## config.mk

```make
export PLATFORM = sky130hd
export DESIGN_NAME = ifetch_queue
export DESIGN_NICKNAME = d
export VERILOG_FILES = /design/src/rtl/ifetch_pkg.sv /design/src/rtl/ifq_storage.sv /design/src/rtl/ifetch_queue.sv
export SDC_FILE = /design/constraint.sdc
export NUM_CORES = 1
export LEC_CHECK = 0
export BUFFER_PORTS_ARGS = -buffer_cell sky130_fd_sc_hd__buf_4
export CAP_MARGIN = 20
export CORE_MARGIN = 8
export CORE_UTILIZATION = 45
export CTS_CLUSTER_SIZE = 24
export DETAILED_ROUTE_END_ITERATION = 8
export PLACE_DENSITY = 0.64
export SLEW_MARGIN = 20
export SYNTH_ARGS = -nofsm -noshare
export SYNTH_HDL_FRONTEND = slang
export SYNTH_SLANG_ARGS = --single-unit
```

## constraint.sdc

```tcl
create_clock -name clk -period 7.2 [get_ports clk]
set_input_delay 0.36 -clock clk [delete_from_list [all_inputs] [get_ports clk]]
set_output_delay 0.36 -clock clk [all_outputs]
set_load 0.03 [all_outputs]
```

## src/rtl/ifetch_pkg.sv

```systemverilog
// Shared types and constants for the instruction fetch queue.
package ifetch_pkg;

  localparam int IFQ_ADDR_W = 32;
  localparam int IFQ_DATA_W = 32;
  localparam int IFQ_QDEPTH = 4;
  localparam int IFQ_PTR_W  = $clog2(IFQ_QDEPTH);

  localparam logic [IFQ_DATA_W-1:0] NOP_INSTR = 32'h0000_0013;

  typedef struct packed {
    logic [IFQ_ADDR_W-1:0] pc;
    logic [IFQ_DATA_W-1:0] instr;
    logic                  pending;
    logic                  filled;
  } ifq_entry_t;

endpackage

```

## src/rtl/ifq_storage.sv

```systemverilog
// In-order slot array: allocate at tail, fill at fill pointer,
// dequeue at head; flush invalidates every slot and rewinds pointers.
module ifq_storage
  import ifetch_pkg::*;
#(
  parameter int QDEPTH = IFQ_QDEPTH
) (
  input  logic                  clk,
  input  logic                  reset,
  input  logic                  flush,
  input  logic                  alloc_en,
  input  logic [IFQ_ADDR_W-1:0] alloc_pc,
  input  logic                  fill_en,
  input  logic [IFQ_DATA_W-1:0] fill_data,
  input  logic                  deq_en,
  output logic                  head_filled,
  output logic [IFQ_ADDR_W-1:0] head_pc,
  output logic [IFQ_DATA_W-1:0] head_instr
);

  localparam int PW = $clog2(QDEPTH);

  ifq_entry_t    slot [QDEPTH];
  logic [PW-1:0] head;
  logic [PW-1:0] tail;
  logic [PW-1:0] fill;

  always_ff @(posedge clk) begin
    if (!reset) begin
      for (int i = 0; i < QDEPTH; i++) slot[i] <= '0;
      head <= '0;
      tail <= '0;
      fill <= '0;
    end else if (flush) begin
      for (int i = 0; i < QDEPTH; i++) begin
        slot[i].pending <= 1'b0;
        slot[i].filled  <= 1'b0;
      end
      head <= '0;
      tail <= '0;
      fill <= '0;
    end else begin
      if (alloc_en) begin
        slot[tail].pc      <= alloc_pc;
        slot[tail].pending <= 1'b1;
        slot[tail].filled  <= 1'b0;
        tail               <= tail + 1'b1;
      end
      // only a slot still waiting on IMEM may take data
      if (fill_en && slot[fill].pending) begin
        slot[fill].instr   <= fill_data;
        slot[fill].pending <= 1'b0;
        slot[fill].filled  <= 1'b1;
        fill               <= fill + 1'b1;
      end
      if (deq_en) begin
        slot[head].filled <= 1'b0;
        head              <= head + 1'b1;
      end
    end
  end

  assign head_filled = slot[head].filled;
  assign head_pc     = slot[head].pc;
  assign head_instr  = slot[head].instr;

endmodule

```

## src/rtl/ifetch_queue.sv

```systemverilog
// Fetch stage: IMEM request issue, in-order response queue, decode handshake.
// Define IFQ_PERF_EN to build the stall/flush performance counters.
module ifetch_queue
  import ifetch_pkg::*;
#(
  parameter int ADDR_W = IFQ_ADDR_W,
  parameter int DATA_W = IFQ_DATA_W,
  parameter int QDEPTH = IFQ_QDEPTH
) (
  input  logic              clk,
  input  logic              reset,
  input  logic [ADDR_W-1:0] ins_address,
  input  logic              branch_en,
  output logic              pc_hold,
  output logic              imem_req_valid,
  input  logic              imem_req_ready,
  output logic [ADDR_W-1:0] imem_req_addr,
  input  logic              imem_rsp_valid,
  input  logic [DATA_W-1:0] imem_rsp_data,
  output logic              instr_valid,
  input  logic              instr_ready,
  output logic [DATA_W-1:0] instr_data,
  output logic [ADDR_W-1:0] instr_pc,
  output logic [31:0]       perf_stall_cnt,
  output logic [31:0]       perf_flush_cnt
);

  localparam int PW = $clog2(QDEPTH);

  logic [PW:0]   alloc_cnt;
  logic [PW:0]   pend_cnt;
  logic [PW+1:0] drop_cnt;
  logic          fire;
  logic          fill_en;
  logic          deq;

  assign imem_req_valid = reset & ~branch_en
                        & (alloc_cnt < (PW+1)'(QDEPTH));
  assign imem_req_addr  = ins_address;
  assign fire           = imem_req_valid & imem_req_ready;
  assign pc_hold        = ~fire;

  // responses owed to flushed requests are swallowed first
  assign fill_en = reset & imem_rsp_valid & ~branch_en
                 & (drop_cnt == '0);
  assign deq     = instr_valid & instr_ready;

  ifq_storage #(
    .QDEPTH (QDEPTH)
  ) u_store (
    .clk         (clk),
    .reset       (reset),
    .flush       (branch_en),
    .alloc_en    (fire),
    .alloc_pc    (ins_address),
    .fill_en     (fill_en),
    .fill_data   (imem_rsp_data),
    .deq_en      (deq),
    .head_filled (instr_valid),
    .head_pc     (instr_pc),
    .head_instr  (instr_data)
  );

  always_ff @(posedge clk) begin
    if (!reset) begin
      alloc_cnt <= '0;
      pend_cnt  <= '0;
      drop_cnt  <= '0;
    end else if (branch_en) begin
      alloc_cnt <= '0;
      pend_cnt  <= '0;
      drop_cnt  <= drop_cnt + (PW+2)'(pend_cnt)
                 - (PW+2)'(imem_rsp_valid);
    end else begin
      alloc_cnt <= alloc_cnt + (PW+1)'(fire) - (PW+1)'(deq);
      pend_cnt  <= pend_cnt + (PW+1)'(fire) - (PW+1)'(fill_en);
      if (imem_rsp_valid && drop_cnt != '0)
        drop_cnt <= drop_cnt - 1'b1;
    end
  end

`ifdef IFQ_PERF_EN
  logic [31:0] stall_q;
  logic [31:0] flush_q;

  always_ff @(posedge clk) begin
    if (!reset) begin
      stall_q <= '0;
      flush_q <= '0;
    end else begin
      stall_q <= stall_q + {31'd0, pc_hold};
      flush_q <= flush_q + {31'd0, branch_en};
    end
  end

  assign perf_stall_cnt = stall_q;
  assign perf_flush_cnt = flush_q;
`else
  assign perf_stall_cnt = '0;
  assign perf_flush_cnt = '0;
`endif

  a_rsp_owed : assert property (@(posedge clk) disable iff (!reset)
    imem_rsp_valid |-> (drop_cnt != '0) || (pend_cnt != '0));

  a_drop_max : assert property (@(posedge clk) disable iff (!reset)
    drop_cnt <= (PW+2)'(QDEPTH));

endmodule

```

==> results.md, run 1 <==
- Hold_sp: imem_rsp_data[29]
- H-tree lvl count: 1
- Final setup fails: 0
- DP Worst Slack: approximately 3900 ps
- Final clock skew: between 10 and 15 ps
- Gp weighted congestion: 0.7030
- Slew @ Worst Pin: a little over 1000 ps
- PD cells: around 240 nW/um^2
- GRT Total Usage: 0.1640
- Main flop type after synthesis: edfxtp_1
- Hold endpoint: u_store.slot[1][31]
- CTS Root Cell: clkbuf_16
- Fmax: approximately 310 MHz
- Post-route minimum period: about 3200 ps
- Clock Tree Buf Depth: 3
- Worst R2R Path Depth: 9
- HP Class: in -> reg
- Leakage power: 6.579 nW
- Ratio of cells with drive above 1 in the final layout: 0.2829
- P&R area growth vs syn: 14.10%
- Worst-path maximum fanout: 49
- DRC errors left: 0
- Max_cap viols: 0
- EDFF count, synth: 256
- Seq/Total Area, Yosys: 0.6128
- CP Launch Type: flop
- Core Region: ~30,000 um^2
- #FFs+latches synth: 284
- Layout fillers: 2,485
- Ys async rst share: 0
- VDD IR max: around 0.00016 V
- # IOs: approximately 230
- 1st-iter DRT viols: around 450
- Total wire length: ~30,000 um
- Post_cts resized: 0
- Worst-Skew Late Latency: between 500 and 600 ps
- Vias in the first global route: 8,239
- Clock-pin slew on the worst setup and hold paths: ~60 ps
- DRT antenna net count: 0
- Final Hold Viols: 0
- PortBufs: 168
- WHS Path Cells: 2
- Post-synth cell types: 37
- Inserted Diodes: 0
- Gr ovfl total: 0
- Crit share post-route: 0.4471
- Slew Viols, Final: 0
- Nets: around 1,100
- Clock buffer count from CTS: 29
- Post-CTS Setup Repair Bufs: 0
- Status: complete, no violations
- Post-Syn Area: about 13,000 um^2
- Avg Cell Area, Syn: ~15 um^2
- RR Endpoint: alloc_cnt[2]
- Via-per-instance ratio: between 5 and 6
- FP Rows: 63
- CTS sink count: about 280
- Chip width: 188.9 um
- CP Data Required Time: between 6000 and 7000 ps
- RSZ-0062 raised after global routing: no
- Worst rel slew slack: 0.3100
- CP Capture Type: primary output
- Reg-to-reg slack, setup: around 4300 ps
- Final setup margin: approximately 4000 ps
- DIE AREA: 35,700 um^2
- CTS tree: done
- Syn Inst Count: 915
- Initial antenna violation count: 0
- Largest net degree at the start of global routing: around 140
- Setup TNS: 0 ps
- Global-route wire length before repair: 46,840 um
- WP data arrival: 2860 ps
- Type of the worst setup path: reg -> out
- DP Wirelength: 17,620 um
- Area after DPL: 14,490 um^2
- Initial core utilization: 0.4553
- Vias: around 7,600
- Yosys Warn Count: 0
- Die Y: roughly 190 um
- DRT Pass-1 Iters: 5
- Final Cell Area: about 15,000 um^2
- Hold_buf cts: 0
- Drt wl/cell: ~21 um
final cells by class:
| type | count | area (um^2) | share of cell area |
|---|---|---|---|
| Sequential cell | 284 | 8255 | 0.5376 |
| Multi-Input combinational cell | 509 | 4280 | 0.2787 |
| Timing Repair Buffer | 185 | 1409 | 0.09174 |
| Clock buffer | 36 | 752.0 | 0.04897 |
| Tap cell | 390 | 488.0 | 0.03177 |
| Clock inverter | 14 | 90.09 | 0.005866 |
| Inverter | 22 | 82.58 | 0.005377 |
routing by layer:
layer / GRT usage / vias up / share of wire
met5: 0 / - / 0
met4: 0.04330 / 0 / 0.022
met3: 0.02741 / 33 / 0.056
met2: 0.2839 / 250 / 0.50
met1: 0.2112 / 3789 / 0.42
li1: - / 3478 / -
flip-flops by register name (all words and copies together), names as in the netlist, named ones only:
register,cells
u_store.slot,264
u_store.head,2
pend_cnt,3
alloc_cnt,3
u_store.tail,2
drop_cnt,4
u_store.fill,2
synth_stat cells, types with 3 or more instances:
cell,n,share of area
buf_2,13,0.0048
buf_6,14,0.012
and3_1,192,0.089
a21oi_1,7,0.0026
nand2_1,25,0.0070
buf_4,96,0.054
nand3_1,4,0.0015
inv_1,22,0.0061
dfxtp_1,28,0.042
clkbuf_1,40,0.011
o21ai_0,6,0.0022
mux4_2,66,0.11
and4_1,3,0.0020
ha_1,23,0.021
and2_1,68,0.032
fa_1,3,0.0045
edfxtp_1,256,0.57
xnor2_1,7,0.0046
nand2b_1,6,0.0028
nor2_1,11,0.0031
worst max-delay path by stage:
stage	startpoint	endpoint	slack, ps
2_1_floorplan	branch_en	pend_cnt[2]	4690
3_3_place_gp	branch_en	pend_cnt[2]	3950
3_5_place_dp	branch_en	pend_cnt[2]	3900
4_1_cts	flop	instr_data[1]	3860
5_1_grt	flop	instr_data[1]	3750
6_report	flop	instr_data[1]	3980
through the flow:
step / power (mW) / util / hold WS (ps) / instances
after global placement: 2.291 / 0.4901 / 456.9 / 1389
final: 3.624 / 0.5195 / 111.8 / 1440
after CTS: 3.659 / 0.5186 / 91.97 / 1439
after global routing: 3.754 / 0.5195 / 103.6 / 1440
after detailed placement: 2.297 / 0.4901 / 453.9 / 1389
after floorplan: 2.191 / - / 429.5 / 978
layout by cell type (no fill, tap or decap), types with 7 or more instances in the layout:
cell         n
a21oi_1      7
and2_1      68
and3_1     192
buf_4      184
clkbuf_1     7
clkbuf_16   29
clkinv_1     9
conb_1      64
dfxtp_1     26
edfxtp_1   256
ha_1        23
inv_1       22
mux4_2      66
nand2_1     25
nor2_1      11
xnor2_1      7
critical path, cell delays in order (launching register included):
cell     delay (ps)
dfxtp_4         580
buf_4           840
mux4_2          660
buf_4           200
where the power goes:
| group | internal, mW | total, mW | switching [mW] |
|---|---|---|---|
| Clock | 0.767 | 1.36 | 0.598 |
| Combinational | 0.134 | 0.383 | 0.248 |
| Sequential | 1.86 | 1.88 | 0.0194 |
| Total | 2.76 | 3.62 | 0.866 |
kinds of logic after synthesis:
family / after synthesis / synth area share
AOI/OAI and AO/OA: 24 / 0.01273
xor gates and xnor gates: 9 / 0.005857
adders and majority gates: 26 / 0.02584
and+or+nand+nor: 317 / 0.1423
muxes: 69 / 0.1128
other: 1 / 0.0002786
buffers and inverters: 185 / 0.08738
DFF: 284 / 0.6128
Note: power is estimated with default switching activity, not from simulation.
==> inputs of run 2 (changes only) <==
ABC_AREA = 1   (was unset)
PLACE_DENSITY = 0.67   (was 0.64)
clock period = 2.8 ns   (was 7.2 ns; I/O delays follow)
==> results.md, run 2 <==
- DP Worst Slack: 457.8 ps (-3440 ps)
- Yosys Warn Count: 0 (unchanged)
- Hold_sp: imem_req_ready
- Worst rel slew slack: 0.4673 (+0.1572)
- Area after DPL: 14,470 um^2 (-0.15%)
- WP data arrival: 2450 ps (-410 ps)
- Drt wl/cell: 16.71 um (-20%)
- Post-CTS Setup Repair Bufs: 0 (unchanged)
- Final Cell Area: 16,040 um^2 (+4.4%)
- Crit share post-route: 0.9246
- FP Rows: 63 (unchanged)
- Synth top area cells: edfxtp_1 58%, nor2_1 11%, buf_4 5.5%
- Largest net degree at the start of global routing: 79 (-43%)
- Area leader, netlist: edfxtp_1
- P&R area growth vs syn: 20.39%
- Clock Tree Buf Depth: 3 (unchanged)
- Most numerous cell in the Yosys netlist: nor2_1
- Slew @ Worst Pin: 799.1 ps (-235.8 ps)
- Slew Viols, Final: 0 (unchanged)
- Status: complete, no violations
- Vias: 9,545 (+26%)
- Initial antenna violation count: 0 (unchanged)
- CP max stage delay: 590 ps (-250 ps)
- H-tree lvl count: 1 (unchanged)
- RSZ-0062 raised after global routing: no
- Worst R2R Path Depth: 12 (+3)
- Non-Filler Instances: 1,914 (+33%)
- DIE AREA: 35,360 um^2 (-0.93%)
- Ratio of cells with drive above 1 in the final layout: 0.1667 (-0.1162)
- CTS tree: done
- Max reg flops: 264 (unchanged)
- Slowest-stage cell, CP: buf_4
- Regs by FF count: u_store.slot (264), drop_cnt (4)
- DRT Pass-1 Iters: 5 (unchanged)
- Most common cell after layout, fill and taps aside: nor2_1
- Chip width: 188.1 um (-0.47%)
- M1 WL: 12,620 um (+0.73%)
- Met2 wire length: 16,230 um (+7.2%)
- Largest family of logic cells by synthesized area: simple AND/OR/NAND/NOR gates
- PortBufs: 168 (unchanged)
- Worst-Skew Late Latency: 540 ps (about the same)
- Gp weighted congestion: 0.8220 (+17%)
- Largest Register: u_store.slot
- HP Class: in -> reg
- Setup TNS: 0 ps (unchanged)
- Post-synth cell types: 28 (-24%)
- Final setup fails: 0 (unchanged)
- DRT antenna net count: 0 (unchanged)
- Post-Place Cells: 1,793 (+29%)
- Complex-gate fraction of the synthesized area: 0.08585 (+0.07311)
- Total wire length: 31,970 um (+6.6%)
- Clock buffer count from CTS: 29 (unchanged)
- XOR/XNOR Fraction of Synth Area: 0.003945 (-0.001912)
- Layout fillers: 2,576 (+3.7%)
- Fmax: 386.3 MHz
- Post-Syn Area: 13,320 um^2 (-1.0%)
- EDFF count, synth: 256 (unchanged)
- # IOs: 233 (unchanged)
- DRC errors left: 0 (unchanged)
- Worst path most repeated cell: buf_4
- Leakage power: 6.966 nW (+5.9%)
- Syn Inst Count: 1,311 (+43%)
- DP Wirelength: 18,210 um (+3.3%)
- Most frequent cells after synthesis: 408 x nor2_1, 256 x edfxtp_1, 139 x o21ai_0
- Worst-path maximum fanout: 78 (+59%)
- Main flop type after synthesis: edfxtp_1
- Type of the worst setup path: reg -> out
- Max_cap viols: 0 (unchanged)
- Global-route wire length before repair: 50,600 um (+8.0%)
- Die Y: 188.1 um (-0.47%)
- Simple-Gate Fraction of Synth Area: 0.1499 (+0.007575)
- Final setup margin: 211.3 ps (-3770 ps)
- Commonest cells after routing, fill and taps aside: 408 x nor2_1, 256 x edfxtp_1, 190 x buf_4
- Clock-pin slew on the worst setup and hold paths: 60 ps (about the same)
- Post-route minimum period: 2589 ps
- Mux cell area share after synthesis: 0 (-0.1128)
- Final clock skew: 21.07 ps (+6.377 ps)
- Inserted Diodes: 0 (unchanged)
- Ys async rst share: 0 (unchanged)
- CTS sink count: 284 (unchanged)
- Top Layer Used: met4
- Via-per-instance ratio: 4.987 (-4.9%)
- Power, Total: 9.513 mW (+160%)
- Final Core Density: 0.5455 (+0.02594)
- Initial core utilization: 0.4531 (-0.002240)
- Gr ovfl total: 0 (unchanged)
- 1st-iter DRT viols: 557 (+25%)
- Min Hold Slack: 34.83 ps (-77.02 ps)
- PD cells: 593.2 nW/um^2 (+150%)
- Core Region: 29,400 um^2 (-0.53%)
- Vias in the first global route: 9,831 (+19%)
- CP Launch Type: flop
- CTS Root Cell: clkbuf_16
- CP Capture Type: primary output
- Nets: 1,598 (+42%)
- CP Data Required Time: 2660 ps (-4180 ps)
- Seq/Total Area, Yosys: 0.6191 (+0.006331)
- WHS Path Cells: 3 (+1)
- #FFs+latches synth: 284 (unchanged)
- Post-synth top area share: 0.5771 (+0.005901)
- Post-synthesis adder-cell area fraction: 0.02611 (+0.0002670)
- Final Hold Viols: 0 (unchanged)
- Worst-path cell chain: inv_4 -> buf_4 -> o21ai_0 -> o22ai_1 -> buf_4
- Avg Cell Area, Syn: 10.16 um^2 (-31%)
- VDD IR max: 0.0004461 V (+170%)
- GRT Total Usage: 0.1750 (+0.01093)
- Met3 WL: 2539 um (+50%)
==> run 2: area by class of cell <==
| type | count | area [um^2] | share of cell area |
|---|---|---|---|
| inverter | 116 | 437.9 | 0.02731 |
| clock inverter | 22 | 157.7 | 0.009830 |
| tap | 390 | 488.0 | 0.03043 |
| multi-input combinational | 809 | 3781 | 0.2358 |
| sequential | 284 | 8253 | 0.5146 |
| timing repair buffer | 262 | 2187 | 0.1364 |
| clock buffer | 31 | 733.2 | 0.04572 |
==> run 2: worst paths after layout <==
path / endpoint / slack (ps)
setup / recovery: instr_pc[0] / 210
hold / removal: u_store.tail[1] / 30
setup reg to reg: alloc_cnt[2] / 440
hold reg to reg: drop_cnt[1] / 480
==> run 2: what timing repair did <==
item	CTS	global route
hold buffers	68	0
gates resized for setup	0	0
hold endpoints to repair	260	0
==> run 2: where the power goes <==
group | internal (mW) | total, mW | switching, mW
combinational | 0.369 | 1.07 | 0.701
sequential | 4.77 | 4.82 | 0.0491
clock | 2.07 | 3.62 | 1.56
total | 7.20 | 9.51 | 2.31
==> run 2: per-layer routing <==
layer  track usage  vias up
li1              -     4573
met1        0.2088     4588
met3       0.03436       41
met2        0.3171      343
met5             0        -
met4       0.04515        0
==> run 2: logic make-up (layout without fill, tap and decap cells) <==
kind of cell | Yosys count | after routing
adders and majority gates | 26 | 26
AOI/OAI and AO/OA | 212 | 212
buffers and inverters | 281 | 431
other | 1 | 64
DFF | 284 | 284
and+or+nand+nor | 501 | 501
xor gates and xnor gates | 6 | 6
==> run 2: worst max-delay path: cells and delay by family (launching register included) <==
family	cells	cell delay, ps
AOI/OAI and AO/OA	2	460
buffers and inverters	3	910
DFF	1	460
==> inputs of run 3 (changes only) <==
CELL_PAD_IN_SITES_DETAIL_PLACEMENT = 0   (was unset)
CELL_PAD_IN_SITES_GLOBAL_PLACEMENT = 1   (was unset)
CORE_UTILIZATION = 39   (was 45)
PLACE_DENSITY = 0.74   (was 0.67)
==> results.md, run 3 (synthesis gave the netlist of run 2 again) <==
- CTS sink count: 284 (unchanged)
- WP data arrival: 2380 ps (-70 ps)
- Setup TNS: 0 ps (unchanged)
- Leakage power: 7.048 nW (+1.2%)
- Type of the worst setup path: reg -> out
- Die Y: 200.8 um (+6.8%)
- Largest net degree at the start of global routing: 85 (+7.6%)
- Worst-path maximum fanout: 70 (-10%)
- CTS Root Cell: clkbuf_16
- Inserted Diodes: 0 (unchanged)
- Gp weighted congestion: 0.7731 (-5.9%)
- Ratio of cells with drive above 1 in the final layout: 0.1768 (+0.01015)
- Largest Register: u_store.slot
- Initial core utilization: 0.3963 (-0.05680)
- P&R area growth vs syn: 22.43%
- Status: complete, no violations
- Final clock skew: 7.606 ps (-13.47 ps)
- CP max stage delay: 600 ps (about the same)
- Worst rel slew slack: 0.4743 (+0.007031)
- Reg-to-reg slack, setup: 490 ps (+50 ps)
- Slew @ Worst Pin: 788.6 ps (-10.55 ps)
- CTS tree: done
- Final Core Density: 0.4852 (-0.06030)
- DRT Pass-1 Iters: 5 (unchanged)
- Clock buffer count from CTS: 30 (+3.4%)
- Max reg flops: 264 (unchanged)
- Final Hold Viols: 0 (unchanged)
- Fmax: 396.9 MHz (+2.8%)
- DP Wirelength: 19,280 um (+5.9%)
- WHS Path Cells: 4 (+1)
- Drt wl/cell: 17.01 um (+1.8%)
- Vias: 9,479 (-0.69%)
- 1st-iter DRT viols: 650 (+17%)
- Slowest-stage cell, CP: buf_4
- Gr ovfl total: 0 (unchanged)
- Hold_sp: imem_rsp_valid
- Crit share post-route: 0.8998 (-0.02475)
- Final setup fails: 0 (unchanged)
- Clock Tree Buf Depth: 3 (unchanged)
- Total wire length: 33,590 um (+5.1%)
- DIE AREA: 40,330 um^2 (+14%)
- # IOs: 233 (unchanged)
- Most common cell after layout, fill and taps aside: nor2_1
- Worst path most repeated cell: buf_4
- HP Class: in -> reg
- DRC errors left: 0 (unchanged)
- Worst-path cell chain: inv_4 -> buf_4 -> o21ai_0 -> o22ai_1 -> buf_4
- CP Launch Type: flop
- Clock-pin slew on the worst setup and hold paths: 60 ps (about the same)
- CP Data Required Time: 2660 ps (about the same)
- PortBufs: 168 (unchanged)
- Post-route minimum period: 2519 ps (-69.31 ps)
- Hold endpoint: drop_cnt[0]
- Max_cap viols: 0 (unchanged)
- CP Capture Type: primary output
- Final Cell Area: 16,310 um^2 (+1.7%)
- GRT Total Usage: 0.1629 (-0.01200)
- DRT antenna net count: 0 (unchanged)
- Commonest cells after routing, fill and taps aside: 408 x nor2_1, 256 x edfxtp_1, 188 x buf_4
- FP Rows: 67 (+6.3%)
- RR Endpoint: drop_cnt[3]
- Via-per-instance ratio: 4.799 (-3.8%)
- H-tree lvl count: 1 (unchanged)
- Vias in the first global route: 9,875 (+0.45%)
- Chip width: 200.8 um (+6.8%)
- Layout fillers: 3,081 (+20%)
- Slew Viols, Final: 0 (unchanged)
- VDD IR max: 0.0004423 V (-0.85%)
- PD cells: 618.3 nW/um^2 (+4.2%)
- Worst R2R Path Depth: 10 (-2)
- Global-route wire length before repair: 53,150 um (+5.0%)
- Core Region: 33,620 um^2 (+14%)
- Nets: 1,599 (+0.063%)
- Initial antenna violation count: 0 (unchanged)
- RSZ-0062 raised after global routing: no
- Regs by FF count: u_store.slot (264), drop_cnt (4)
- Worst r2r src: drop_cnt[2]
- Worst-Skew Late Latency: 540 ps (about the same)
- Area after DPL: 14,570 um^2 (+0.73%)
## run 3: changes by cell type in the layout (fill, tap and decap cells not counted), sizes merged
| cell | change |
|---|---|
| inv | +1 |
| clkinv | -7 |
| clkinvlp | +1 |
| bufinv | +4 |
| clkbuf | +4 |
## run 3: worst max-delay path by stage
stage,depth (start not counted),slack (ps),endpoint,from
2_1_floorplan,10,190,pend_cnt[2],alloc_cnt[2]
3_3_place_gp,12,590,alloc_cnt[2],flop
3_5_place_dp,12,560,alloc_cnt[2],flop
4_1_cts,4,30,instr_data[31],flop
5_1_grt,5,110,instr_data[31],flop
6_report,5,280,instr_data[31],flop
## run 3: per-stage QoR
stage | power, mW | cells | setup slack (ps) | hold WS, ps
final | 10.08 | 1975 | 280.6 | 31.09
after global routing | 10.44 | 1975 | 111.7 | 53.10
after CTS | 10.18 | 1975 | 31.08 | 2.132
after detailed placement | 5.917 | 1851 | 562.2 | 475.6
after global placement | 5.911 | 1851 | 588.4 | 470.9
after floorplan | 5.634 | 1374 | 185.7 | 273.3
## run 3: worst max-delay path, delay by kind of cell, from the launching register on
family,cells,cell delay (ps)
buffers and inverters,3,920
AO/OA/AOI/OAI,2,500
flip-flops,1,410
## run 3: layout make-up
| cell class | count | area (um^2) | share of cell area |
|---|---|---|---|
| Clock buffer | 35 | 790.8 | 0.04848 |
| Clock inverter | 21 | 262.8 | 0.01611 |
| Inverter | 116 | 437.9 | 0.02685 |
| Multi-Input combinational cell | 809 | 3801 | 0.2331 |
| Sequential cell | 284 | 8253 | 0.5060 |
| Tap cell | 448 | 560.5 | 0.03437 |
| Timing Repair Buffer | 262 | 2203 | 0.1351 |
## run 3: timing repair
action | in CTS | in global routing
hold buffers | 68 | 0
setup buffers | 0 | 0
hold endpoints to repair | 266 | 0
endpoints found under the setup margin | 0 | 3
gates resized for setup | 0 | 1
## run 3: layer usage
layer	vias to the layer above	wire length (um)	track usage
li1	4591	-	-
met1	4605	14750	0.2081
met2	246	16450	0.2841
met3	37	1922	0.03082
met4	0	472	0.03495
met5	-	0	0
## run 3: report_power, final
part / switching [mW] / leakage [nW] / total (mW) / internal, mW
combinational: 0.706 / 3.66 / 1.08 / 0.372
sequential: 0.0495 / 2.88 / 4.82 / 4.77
clock: 1.62 / 0.512 / 4.19 / 2.57
total: 2.37 / 7.05 / 10.1 / 7.71
